## src/rtl/mdr_load_sequencer.sv

```systemverilog
// rtl/mdr_load_sequencer.sv - memory read sequencer and lane-shifting memory data register
// Optional feature: define MDR_ALIGN_CHECK_EN to reject misaligned half/word loads.
module mdr_load_sequencer #(
    parameter int TIMEOUT_CYCLES = 16
) (
    input  logic        clk,
    input  logic        reset,
    input  logic        load_start,
    input  logic [31:0] load_addr,
    input  logic [1:0]  load_size,
    output logic        mem_rd_req,
    output logic [31:0] mem_addr,
    input  logic        mem_ack,
    input  logic [31:0] mem_rdata,
    output logic [31:0] memory_data_register_out,
    output logic        load_busy,
    output logic        load_done,
    output logic        load_error
);

    typedef enum logic [1:0] {
        IDLE = 2'd0,
        REQ  = 2'd1,
        DONE = 2'd2,
        ERR  = 2'd3
    } state_t;

    localparam logic [7:0] LAST_WAIT = 8'(TIMEOUT_CYCLES - 1);

    state_t      state, state_nxt;
    logic [31:0] addr_q;
    logic [1:0]  size_q;
    logic [7:0]  cnt;
    logic [31:0] mdr;
    logic        err_q;
    logic        misaligned;
    logic [4:0]  shamt;
    logic [31:0] captured;

`ifdef MDR_ALIGN_CHECK_EN
    always_comb begin
        misaligned = 1'b0;
        case (load_size)
            2'b00:   misaligned = 1'b0;
            2'b01:   misaligned = load_addr[0];
            default: misaligned = |load_addr[1:0];
        endcase
    end
`else
    assign misaligned = 1'b0;
`endif

    // Move the addressed byte/half into the low bits; words pass through untouched.
    always_comb begin
        shamt = 5'd0;
        case (size_q)
            2'b00:   shamt = {addr_q[1:0], 3'b000};
            2'b01:   shamt = {addr_q[1], 4'b0000};
            default: shamt = 5'd0;
        endcase
        captured = mem_rdata >> shamt;
    end

    always_comb begin
        state_nxt = state;
        case (state)
            IDLE: begin
                if (load_start) state_nxt = misaligned ? ERR : REQ;
            end
            REQ: begin
                if (mem_ack)                 state_nxt = DONE;
                else if (cnt == LAST_WAIT)   state_nxt = ERR;
            end
            DONE:    state_nxt = IDLE;
            ERR:     state_nxt = IDLE;
            default: state_nxt = IDLE;
        endcase
    end

    always_ff @(posedge clk or posedge reset) begin
        if (reset) begin
            state  <= IDLE;
            addr_q <= 32'd0;
            size_q <= 2'd0;
            cnt    <= 8'd0;
            mdr    <= 32'd0;
            err_q  <= 1'b0;
        end else begin
            state <= state_nxt;
            case (state)
                IDLE: begin
                    if (load_start) begin
                        addr_q <= load_addr;
                        size_q <= load_size;
                        cnt    <= 8'd0;
                        err_q  <= misaligned;
                    end
                end
                REQ: begin
                    // An ack on the final wait cycle still counts as a successful capture.
                    if (mem_ack)                 mdr   <= captured;
                    else if (cnt == LAST_WAIT)   err_q <= 1'b1;
                    else                         cnt   <= cnt + 8'd1;
                end
                default: ;
            endcase
        end
    end

    assign mem_rd_req               = (state == REQ);
    assign mem_addr                 = {addr_q[31:2], 2'b00};
    assign memory_data_register_out = mdr;
    assign load_busy                = (state == REQ) || (state == DONE);
    assign load_done                = (state == DONE);
    assign load_error               = err_q;

endmodule

```

## config.mk

```make
export PLATFORM = sky130hd
export DESIGN_NAME = mdr_load_sequencer
export DESIGN_NICKNAME = d
export VERILOG_FILES = /design/src/rtl/mdr_load_sequencer.sv
export SDC_FILE = /design/constraint.sdc
export NUM_CORES = 1
export LEC_CHECK = 0
export CAP_MARGIN = 5
export CORE_ASPECT_RATIO = 0.6
export CORE_MARGIN = 1
export CORE_UTILIZATION = 45
export DETAILED_ROUTE_END_ITERATION = 16
export PLACE_DENSITY = 0.79
export SLEW_MARGIN = 20
export SYNTH_ARGS = -nofsm -noshare
export SYNTH_HDL_FRONTEND = slang
export SYNTH_SLANG_ARGS = --single-unit
```

## constraint.sdc

```tcl
create_clock -name clk -period 7.45 [get_ports clk]
set_input_delay 1.49 -clock clk [delete_from_list [all_inputs] [get_ports clk]]
set_output_delay 1.49 -clock clk [all_outputs]
set_load 0.1 [all_outputs]
```

==> flow_metrics.env <==
export IMPL_ys_seq_elements=77
export IMPL_rr_endpoint="memory_data_register_out[28]"
export IMPL_cts_root_buf="clkbuf_16"
export IMPL_start_kind="flop"
export IMPL_yosys_warnings=0
export IMPL_antenna_left=0
export IMPL_synth_top_flop_cell="dfrtp_1"
export IMPL_ys_seq_area_frac=0.499
export IMPL_worstHoldStart="memory_data_register_out[1]"
export IMPL_finalInstanceArea_mm2=0.00538
export IMPL_remaining_drc_errors=0
export IMPL_status="completed"
export IMPL_fillers=605
export IMPL_r2r_start="state[1]"
export IMPL_crit_fanout=15
export IMPL_initial_core_util=0.476
export IMPL_synth_edf_count=0
export IMPL_placed_area_mm2=0.00504
export IMPL_end_kind="output port"
export IMPL_setup_viol=0
export IMPL_rows=25
export IMPL_worstPathRequired_ns=5.96
export IMPL_vias=2968
export IMPL_synth_top_area_cell="dfrtp_1"
export IMPL_async_reset_ff_frac=1.00
export IMPL_slew_headroom=0.311
export IMPL_hold_depth=2
export IMPL_avgSynthCellArea_um2=11.1
export IMPL_track_usage=0.224
export IMPL_antennaDiodeCount=0
export IMPL_cts_buffers_inserted=9
export IMPL_cts_tree="yes"
export IMPL_rsz0062_at_grt="false"
export IMPL_avgViaCountPerCell=5.29
export IMPL_post_drt_wl_per_cell_um=16.9
export IMPL_hold_buffers=0
export IMPL_worst_slew_pin_slew_ns=1.03
export IMPL_routed_wirelength_mm=9.48
export IMPL_synth_cell_type_count=42
export IMPL_io_pins=138
export IMPL_critPathSlowestCell="clkdlybuf4s50_1"
export IMPL_cts_path_max_buffers=2
export IMPL_reg2reg_depth=6
export IMPL_drtIter0Drc=217
export IMPL_clock_skew_ns=0.00572
export IMPL_grt_antenna_before_repair=0
export IMPL_cts_resized_gates=0
export IMPL_r2r_setup_slack_ns=4.86
export IMPL_crit_type="reg -> out"
export IMPL_hold_path_class="reg -> reg"
export IMPL_period_share=0.540
export IMPL_grt_pass1_vias=2890
export IMPL_htreeDepth=3
export IMPL_grt_max_degree=78
export IMPL_fmax_mhz=249
export IMPL_hpwl_mm=6.94
export IMPL_hold_path_endpoint="memory_data_register_out[1]"
export IMPL_cap_viol_max_count=0
export IMPL_syn2layout_area_growth_pct=39.4
export IMPL_fin_util=0.664
export IMPL_maxSlewViolCount=0
export IMPL_die_w_um=122
export IMPL_layout_drive_gt1_share=0.148
export IMPL_cp_data_arrival_time_ns=2.53
export IMPL_coreArea_mm2=0.00810
export IMPL_cts_sinks=77
export IMPL_dieArea_mm2=0.00896
export IMPL_synth_top_area_frac=0.499
export IMPL_die_height_um=73.7
export IMPL_gp_congestion=0.852
export IMPL_critical_path_cell_chain="inv_1 > ha_1 > clkdlybuf4s50_1"
export IMPL_multi_input_area_mm2=0.00158
export IMPL_io_buffers=135
export IMPL_hold_viol=0
export IMPL_grt_pass1_wl_mm=14.9
export IMPL_setup_tns_ns=0
export IMPL_period_needed_ns=4.02
export IMPL_synthTopCellsByArea="dfrtp_1, mux2_2, buf_4"
export IMPL_drtPass1Iterations=4
export IMPL_synth_area_mm2=0.00386
export IMPL_netlist_instances=348
export IMPL_final_seq_area_mm2=0.00193
export IMPL_layout_nets=524
export IMPL_grt_overflow_total=0
export IMPL_insertion_delay_ns=0.33
export IMPL_path_clk_slew_ns=0.05
export IMPL_cts_setup_buffers=0
export IMPL_slowest_delay_ns=1.23
cell type report:
class                           instances  share of cell area
Tap cell                              108              0.0251
Timing Repair Buffer                  140               0.262
Clock buffer                           10              0.0444
Clock inverter                          5              0.0140
Inverter                                4             0.00279
Sequential cell                        77               0.358
Multi-Input combinational cell        217               0.294
flip-flops by register name, indices dropped and copies added (netlist names):
signal	flops
addr_q	32
cnt	8
load_error	1
memory_data_register_out	32
size_q	2
state	2
worst max-delay path, delay by kind of cell, from the launching register on:
family | cells | cell delay (ns)
buf+inv | 2 | 1.36
fa+ha+maj | 1 | 0.46
flops | 1 | 0.37
layout by cell type, fill, tap and decap left out, types with 5 or more instances in the layout:
cell type        count
mux2i_1             17
o21ai_0             21
a221oi_1             7
mux2_2              41
ha_1                 5
a21oi_1             11
nor2_1              21
a22o_1              16
dfrtp_1             77
clkdlybuf4s50_1    135
nand2_1             38
clkbuf_16            9
stage by stage:
step	cells	hold slack [ns]	setup slack (ns)
3_5_place_dp	545	0.474	3.76
4_1_cts	560	0.489	3.39
6_report	561	0.481	3.43
3_3_place_gp	545	0.464	3.83
2_1_floorplan	349	0.481	3.99
5_1_grt	561	0.507	3.28
cells in the mapped netlist, drive strengths merged (2+ instances only):
cell type   n
nor2       21
buf        46
dfrtp      77
clkbuf      5
o221ai      2
mux2i      17
a31oi       2
ha          5
a21oi      11
and2        4
nand3b      2
mux2       42
nand3       4
a221oi      8
nand2      38
nor2b       2
nand2b      3
inv         4
o21ai      22
a22o       16
metal layers:
layer / global-route usage / vias up / share of wire
met5: 0 / - / 0
met4: 0.0741 / 0 / 0.010
met3: 0.104 / 8 / 0.11
met2: 0.326 / 128 / 0.43
met1: 0.295 / 1435 / 0.45
li1: - / 1397 / -
how the worst max path moves through the flow:
stage,startpoint,end,slack (ns),cells after the start
final,state[1],mem_rd_req,3.43,3
after global routing,state[1],mem_rd_req,3.28,3
after CTS,state[1],mem_rd_req,3.39,3
after detailed placement,state[1],mem_rd_req,3.76,3
after global placement,state[1],mem_rd_req,3.83,3
after floorplan,reset,addr_q[0],3.99,1
cell families (layout without fill, tap and decap cells):
| group | after synthesis | after routing | synth area share |
|---|---|---|---|
| buffers and inverters | 55 | 159 | 0.0924 |
| AOI/OAI and AO/OA | 68 | 68 | 0.123 |
| DFF | 77 | 77 | 0.499 |
| muxes | 59 | 59 | 0.168 |
| and+or+nand+nor | 83 | 83 | 0.101 |
| other | 1 | 2 | 0.000972 |
| adders and majority gates | 5 | 5 | 0.0162 |
Power is not shown: default switching activity piles up to over one toggle a cycle in this logic, so the estimate is an artifact.
